File: config.mk
export PLATFORM = sky130hd
export DESIGN_NAME = exe_stage
export DESIGN_NICKNAME = d
export VERILOG_FILES = /design/src/rtl/exe_stage.sv
export SDC_FILE = /design/constraint.sdc
export NUM_CORES = 1
export LEC_CHECK = 0
export CAP_MARGIN = 5
export CORE_AREA = 2 2 214 216
export CTS_CLUSTER_SIZE = 14
export DETAILED_ROUTE_END_ITERATION = 8
export DIE_AREA = 0 0 216 218
export PLACE_DENSITY = 0.68
export SKIP_CTS_REPAIR_TIMING = 1
export SLEW_MARGIN = 25
export SYNTH_ARGS = -nofsm -noshare
export SYNTH_HDL_FRONTEND = slang
export SYNTH_SLANG_ARGS = --single-unit
File: constraint.sdc
create_clock -name clk -period 5.4 [get_ports clk]
set_input_delay 0.81 -clock clk [delete_from_list [all_inputs] [get_ports clk]]
set_output_delay 0.81 -clock clk [all_outputs]
set_load 0.03 [all_outputs]
File: src/rtl/exe_stage.sv
// +--------------------------------------------------------------------------+
// | exe_stage : ALU, branch resolution, shift-add multiplier, EXE/MEM reg    |
// | Rev 1.0                                                                  |
// +--------------------------------------------------------------------------+
`default_nettype none

module exe_stage (
  input  logic        clk,
  input  logic        rst,
  input  logic [4:0]  dest_in,
  input  logic [31:0] val1,
  input  logic [31:0] reg2,
  input  logic [31:0] val2,
  input  logic [31:0] pc_in,
  input  logic        wb_en_in,
  input  logic [1:0]  mem_signal_in,
  input  logic [1:0]  branch_type_in,
  input  logic [3:0]  exe_cmd_in,
  output logic        br_taken,
  output logic [31:0] br_addr,
  output logic        stall,
  output logic [4:0]  dest_out,
  output logic [31:0] alu_result,
  output logic [31:0] st_val,
  output logic        wb_en_out,
  output logic [1:0]  mem_signal_out
);

  localparam logic [3:0] CMD_ADD = 4'b0000;
  localparam logic [3:0] CMD_SUB = 4'b0010;
  localparam logic [3:0] CMD_AND = 4'b0100;
  localparam logic [3:0] CMD_OR  = 4'b0101;
  localparam logic [3:0] CMD_NOR = 4'b0110;
  localparam logic [3:0] CMD_XOR = 4'b0111;
  localparam logic [3:0] CMD_SLL = 4'b1000;
  localparam logic [3:0] CMD_SRA = 4'b1001;
  localparam logic [3:0] CMD_SRL = 4'b1010;
  localparam logic [3:0] CMD_MUL = 4'b1100;

  localparam logic [1:0] BR_NONE = 2'b00;
  localparam logic [1:0] BR_BEZ  = 2'b01;
  localparam logic [1:0] BR_BNE  = 2'b10;
  localparam logic [1:0] BR_JMP  = 2'b11;

  localparam logic [4:0] LAST_ITER = 5'd31;

  typedef enum logic [1:0] {
    IDLE = 2'd0,
    BUSY = 2'd1,
    DONE = 2'd2
  } mul_state_t;

  mul_state_t  state_q, state_d;
  logic [31:0] mcand_q, mcand_d;
  logic [31:0] mplier_q, mplier_d;
  logic [31:0] acc_q, acc_d;
  logic [4:0]  cnt_q, cnt_d;

  logic [4:0]  dest_q, dest_d;
  logic [31:0] result_q, result_d;
  logic [31:0] st_val_q, st_val_d;
  logic        wb_en_q, wb_en_d;
  logic [1:0]  mem_signal_q, mem_signal_d;

  logic        is_mul;
  logic [31:0] alu_out;
  logic [4:0]  shamt;

  assign is_mul = (exe_cmd_in == CMD_MUL);
  assign shamt  = val2[4:0];

  always_comb begin
    alu_out = 32'h0;
    case (exe_cmd_in)
      CMD_ADD: alu_out = val1 + val2;
      CMD_SUB: alu_out = val1 - val2;
      CMD_AND: alu_out = val1 & val2;
      CMD_OR:  alu_out = val1 | val2;
      CMD_NOR: alu_out = ~(val1 | val2);
      CMD_XOR: alu_out = val1 ^ val2;
      CMD_SLL: alu_out = val1 << shamt;
      CMD_SRA: alu_out = $signed(val1) >>> shamt;
      CMD_SRL: alu_out = val1 >> shamt;
      default: alu_out = 32'h0;
    endcase
  end

  // Target is computed for every branch type so IF can use it without decoding.
  always_comb begin
    br_addr  = pc_in + {val2[29:0], 2'b00};
    br_taken = 1'b0;
    case (branch_type_in)
      BR_NONE: br_taken = 1'b0;
      BR_BEZ:  br_taken = (val1 == 32'h0);
      BR_BNE:  br_taken = (val1 != reg2);
      BR_JMP:  br_taken = 1'b1;
      default: br_taken = 1'b0;
    endcase
  end

  always_comb begin
    state_d  = state_q;
    mcand_d  = mcand_q;
    mplier_d = mplier_q;
    acc_d    = acc_q;
    cnt_d    = cnt_q;
    case (state_q)
      IDLE: begin
        if (is_mul) begin
          mcand_d  = val1;
          mplier_d = val2;
          acc_d    = 32'h0;
          cnt_d    = 5'd0;
          state_d  = BUSY;
        end
      end
      BUSY: begin
        if (mplier_q[0]) begin
          acc_d = acc_q + mcand_q;
        end
        mcand_d  = mcand_q << 1;
        mplier_d = mplier_q >> 1;
        cnt_d    = cnt_q + 5'd1;
        if (cnt_q == LAST_ITER) begin
          state_d = DONE;
        end
      end
      DONE:    state_d = IDLE;
      default: state_d = IDLE;
    endcase
  end

  // DONE is the one cycle a MUL is allowed through; the product is acc_q then.
  assign stall = is_mul && (state_q != DONE);

  always_comb begin
    dest_d       = 5'd0;
    result_d     = 32'h0;
    st_val_d     = 32'h0;
    wb_en_d      = 1'b0;
    mem_signal_d = 2'b00;
    if (!stall) begin
      dest_d       = dest_in;
      result_d     = (state_q == DONE) ? acc_q : alu_out;
      st_val_d     = reg2;
      wb_en_d      = wb_en_in;
      mem_signal_d = mem_signal_in;
    end
  end

  always_ff @(posedge clk) begin
    if (rst) begin
      state_q      <= IDLE;
      mcand_q      <= 32'h0;
      mplier_q     <= 32'h0;
      acc_q        <= 32'h0;
      cnt_q        <= 5'd0;
      dest_q       <= 5'd0;
      result_q     <= 32'h0;
      st_val_q     <= 32'h0;
      wb_en_q      <= 1'b0;
      mem_signal_q <= 2'b00;
    end else begin
      state_q      <= state_d;
      mcand_q      <= mcand_d;
      mplier_q     <= mplier_d;
      acc_q        <= acc_d;
      cnt_q        <= cnt_d;
      dest_q       <= dest_d;
      result_q     <= result_d;
      st_val_q     <= st_val_d;
      wb_en_q      <= wb_en_d;
      mem_signal_q <= mem_signal_d;
    end
  end

  assign dest_out       = dest_q;
  assign alu_result     = result_q;
  assign st_val         = st_val_q;
  assign wb_en_out      = wb_en_q;
  assign mem_signal_out = mem_signal_q;

endmodule

`default_nettype wire

# Word level (Yosys, flattened, before mapping)
# Index checks and enable logic that the tools add are counted.
totals:
  word_cells: 67
  latchBits: 0
  ram_bits: 0
  in_bits: 144
  out_inout_bits: 106
  regBits: 175
  mem_bits_ro: 0
  mem_count: 0
classes:
  n_addsub: 5
  multipliers: 0
  magnitude_cmp: 0
  shift: 3
  n_div: 0
  n_eq_ne: 20
  n_reduce_logical: 10
  muxes: 15
  bitwise: 4
op_table:
  columns: ["cell", "count"]
  rows:
  - ["32-bit case mux with 9 select lines", 1]
  - ["32-bit case mux with 2 select lines", 3]
  - ["32-bit 2-to-1 mux", 5]
  - ["32-bit adder", 3]
  - ["32-bit bitwise AND", 1]
  - ["32-bit zero test", 1]
  - ["32-bit != test", 1]
  - ["32-bit inverter", 1]
  - ["32-bit bitwise OR", 1]
  - ["32-bit by 5-bit left shift with 32-bit output", 1]
  - ["32-bit by 5-bit right shift with 32-bit output", 1]
  - ["32-bit by 5-bit >>> shifter with 32-bit output", 1]
  - ["32-bit subtractor", 1]
  - ["32-bit bitwise XOR", 1]
  - ["4-bit by 3-bit == test with 1-bit output, second input constant", 4]
  - ["4-bit == test, second input constant", 4]
  - ["5-bit case mux with 2 select lines", 1]
  - ["2-bit != test, second input constant", 4]
  - ["2-bit == test, second input constant", 3]
  - ["5-bit by 1-bit adder with 5-bit output, second input constant", 1]
  - ["5-bit == test, second input constant", 1]
  - ["5-bit 2-to-1 mux", 1]
  - ["2-bit by 1-bit == test with 1-bit output, second input constant", 2]
  - ["4-bit by 2-bit == test with 1-bit output, second input constant", 1]
  - ["10 further kinds", 13]

# Longest topological paths before layout
logic_depth:
  ltp_word: 4
  mapped_depth: 23
  mapped_depth_nobuf: 19

# Worst setup path after synthesis
# No wires, ideal clock.
synth_path:
  kind: "input to register"
  startpoint: "in val2[1]"
  endpoint: "reg result_q[27], in the netlist alu_result[27]"
  setup_slack_ns: 0.498
  setup_time_ns: 0.137
  arrival_time_ns: 4.764
  required_time_ns: 5.263
  stages: 21
  n_path_buf: 2
  cell_sequence: "buf_6 > inv_1 > clkbuf_1 > ha_1 > nand2_1 > or4_4 > nor4_4 > and3_1 > nand4_2 > o21ai_0 > xnor2_1 > ha_1 > a21o_1 > a21oi_1 > o21bai_1 > a21o_1 > a21oi_1 > o31ai_1 > xor2_1 > a221oi_1 > a211oi_1"
synth_via:
  elab_chain_cells: 3
  word_cells_on_any_way: 7
  classes_between: "add/sub (2); shift (3); mux (2)"
synth_lines:
  columns: ["element", "line", "rtl"]
  rows:
  - ["start, declared", "13", "input logic [31:0] val2,"]
  - ["32-bit subtractor, or another cell as far along", "76", "CMD_SUB: alu_out = val1 - val2;"]
  - ["32-bit case mux with 9 select lines (*)", "74", "case (exe_cmd_in)"]
  - ["32-bit 2-to-1 mux (*)", "144", "result_d = (state_q == DONE) ? acc_q : alu_out;"]
  - ["end signal, assigned", "170", "result_q <= result_d;"]
  - ["end, declared", "60", "logic [31:0] result_q, result_d;"]
# Every way passes the cells marked *; elsewhere a longest branch is shown, timed or not.
# A chain may end at the register's enable or synchronous reset.

# Worst setup path after layout
layout_path:
  startpoint: "in pc_in[2]"
  endpoint: "out br_addr[30]"
layout_via:
  elab_chain_cells: 1
layout_lines:
  columns: ["element", "line", "rtl"]
  rows:
  - ["start, declared", "14", "input logic [31:0] pc_in,"]
  - ["32-bit adder", "90", "br_addr = pc_in + {val2[29:0], 2'b00};"]
  - ["end, declared", "20", "output logic [31:0] br_addr,"]
# No other way between the ends.

==> results.py <==
metrics = {
    "outcome": {
        "outcome": "completed",
    },
    "cts": {
        "cts_sinks": 175,
        "htree_levels": 4,
        "clk_latency_ps": 480,
        "clkTransAtPathRegs_ps": 80,
        "clk_path_buf_depth": 2,
        "cts_tree": "built",
        "cts_made_buffers": 17,
        "cts_root_buffer": "clkbuf_16",
    },
    "drt": {
        "wl_per_cell_um": 25.2,
        "viasPerCell": 6.13,
        "wl_mm": 77.6,
        "vias": 18891,
        "ant_nets": 0,
        "drt-initial-drc-count": 1907,
        "drc": 0,
        "dr.pass1.iters": 6,
    },
    "floorplan": {
        "num_io_pins": 250,
        "row_count": 78,
        "core_mm2": 0.0449,
        "dieArea_mm2": 0.0471,
        "start_util_pct": 39.5,
        "die_width_um": 216,
        "die_h_um": 218,
    },
    "synth": {
        "synth_top_area_share_pct": 19.8,
        "synth_top_area_cell": "dfxtp_1",
        "synth_area_per_cell_um2": 7.79,
        "ys.flop_type": "dfxtp_1",
        "synth_edf_count": 0,
        "syn-instance-count": 2274,
        "ys_types": 89,
        "ys_ff_latch": 175,
        "synthArstFlopShare_pct": 0,
        "netlist_area_mm2": 0.0177,
        "yosys_warnings": 0,
        "synthTopCellsByArea": "dfxtp_1 20%, ha_1 11%, mux4_2 7.2%",
        "ys_seq_area_share_pct": 19.8,
        "synth_fp_nets": 2580,
    },
    "placed_design": {
        "gp_congestion": 1.04,
        "hpwl_mm": 59.5,
        "preCtsSetupSlack_ps": 414,
        "dp_cells": 3054,
        "portBuffers": 245,
    },
    "critical_path": {
        "path_buf_inv": 3,
        "crit_path_cell_trace": "clkdlybuf4s50_1 > ha_1 > inv_1 > fa_1 > nor2b_1 > o21a_1 > o21ai_0 > a21oi_1 > a21o_1 > a41oi_1 > o31ai_1 > a21oi_1 > xnor2_1 > buf_4",
        "cp_num_cells": 14,
        "critPathSlowestCell": "clkdlybuf4s50_1",
        "worstSetupEndpointType": "output pin",
        "crit_family": "compound AO/OA/AOI/OAI gates",
        "rr_worst_depth": 11,
        "start_kind": "input pin",
        "path_common_cell": "a21oi_1",
        "cp.required_ps": 4590,
        "arrival_ps": 4110,
        "slowest_delay_ps": 480,
        "setup.worst_path.class": "in2out",
        "path_max_fanout": 5,
    },
    "timing": {
        "fin_crit_ps": 4920,
        "maxSlewHeadroom_pct": 29.0,
        "finalSetupViolations": 0,
        "fmax_mhz": 203,
        "hold_viol": 0,
        "hold-worst-slack_ps": 460,
        "worst_slack_ps": 480,
        "drv_slew": 0,
        "tns_ps": 0,
        "fin_crit_sh_pct": 91.1,
        "timing_worst_slew_pin_value_ps": 1060,
        "rsz0062_at_grt": "no",
        "clock_skew_ps": 19.2,
    },
    "min_path": {
        "min_path_type": "reg2reg",
        "min_path_cells": 2,
    },
    "final_layout": {
        "nets": 2779,
        "stdcell_count": 3084,
        "final_cell_mix": "276 x nor2_1, 259 x nand2_1, 222 x clkdlybuf4s50_1, 175 x dfxtp_1, 159 x ha_1",
        "final_core_util_pct": 47.9,
        "final_common_cell": "nor2_1",
        "drive_gt1_share_pct": 10.1,
        "antenna_cells": 0,
        "synthToLayoutAreaGrowth_pct": 21.3,
    },
    "global_route": {
        "grt_pass1_wl_mm": 115,
        "grt_max_degree": 72,
        "grt_pass1_vias": 18375,
        "grt_overflow": 0,
        "antenna_found_initial": 4,
        "track_usage_pct": 32.7,
    },
    "power": {
        "p_leak_uw": 0.00871,
        "vdd_drop_max_mv": 0.252,
        "power.density_mw_per_mm2": 209,
    },
    "run": {
        "drv_cap": 0,
    },
}
-- cells in the mapped netlist (45+ instances only) --
cell	n
a21o_1	45
a21oi_1	144
a311oi_1	66
and2_1	46
clkbuf_1	120
dfxtp_1	175
ha_1	159
inv_1	95
mux2i_1	51
mux4_2	57
nand2_1	259
nor2_1	278
o21ai_0	121
xnor2_1	97
-- final timing paths --
path / to / startpoint / slack, ps
hold reg to reg: mplier_q[16] / mplier_q[17] / 460
hold / removal: mplier_q[16] / mplier_q[17] / 460
setup / recovery: br_addr[30] / pc_in[2] / 480
setup reg to reg: acc_q[30] / mcand_q[0] / 2000
-- metrics by stage --
step | area, um2 | total power, uW
after floorplan | 17700 | 2530
after global placement | 20900 | 3210
after detailed placement | 20900 | 3230
after CTS | 21500 | 4500
after global routing | 21500 | 4710
final | 21500 | 4500
-- final cells by class --
cell class | count | area [um2]
clock buffers | 19 | 433
clock inverters | 11 | 134
fillers | 4465 | 23400
inverters | 97 | 364
multi-input cells | 1842 | 13200
flip-flops and latches | 175 | 3500
well taps | 600 | 751
repair buffers | 340 | 3120
-- layer usage --
metal  vias to the layer above  wire [um]  share of wire, %  global-route usage [%]
met1                      9067      31700                41                    41.8
met4                         2       3820               4.9                    15.7
met5                         -         13             0.017                       0
li1                       8675          -                 -                       -
met2                       948      35100                45                    52.3
met3                       199       6950               9.0                    6.99
-- worst register-to-register path: cells and delay by family, from the launching register on --
kind,cells,cell delay (ps)
AO/OA/AOI/OAI,8,2010
adder cells (fa/ha/maj),2,710
flip-flops,1,390
XOR/XNOR,1,160
-- cell families after synthesis --
group                      share of synthesized area, %
and+or+nand+nor                                    19.7
buffers and inverters                              6.09
AOI/OAI and AO/OA                                  24.4
adders and majority gates                          11.6
DFF                                                19.8
muxes                                              11.7
xor gates and xnor gates                           6.72
-- report_power, final --
part | internal (uW) | total [uW] | switching, uW
Sequential | 1350 | 1390 | 36.7
Combinational | 736 | 1850 | 1120
Clock | 682 | 1260 | 578
-- sequential cells by signal, indices dropped and copies added (netlist names) --
| name | count |
|---|---|
| acc_q | 32 |
| alu_result | 32 |
| mcand_q | 32 |
| mplier_q | 32 |
| st_val | 32 |
| cnt_q | 5 |
| dest_out | 5 |
| mem_signal_out | 2 |
| state_q | 2 |
| wb_en_out | 1 |
Power figures use the tool's default switching activity.
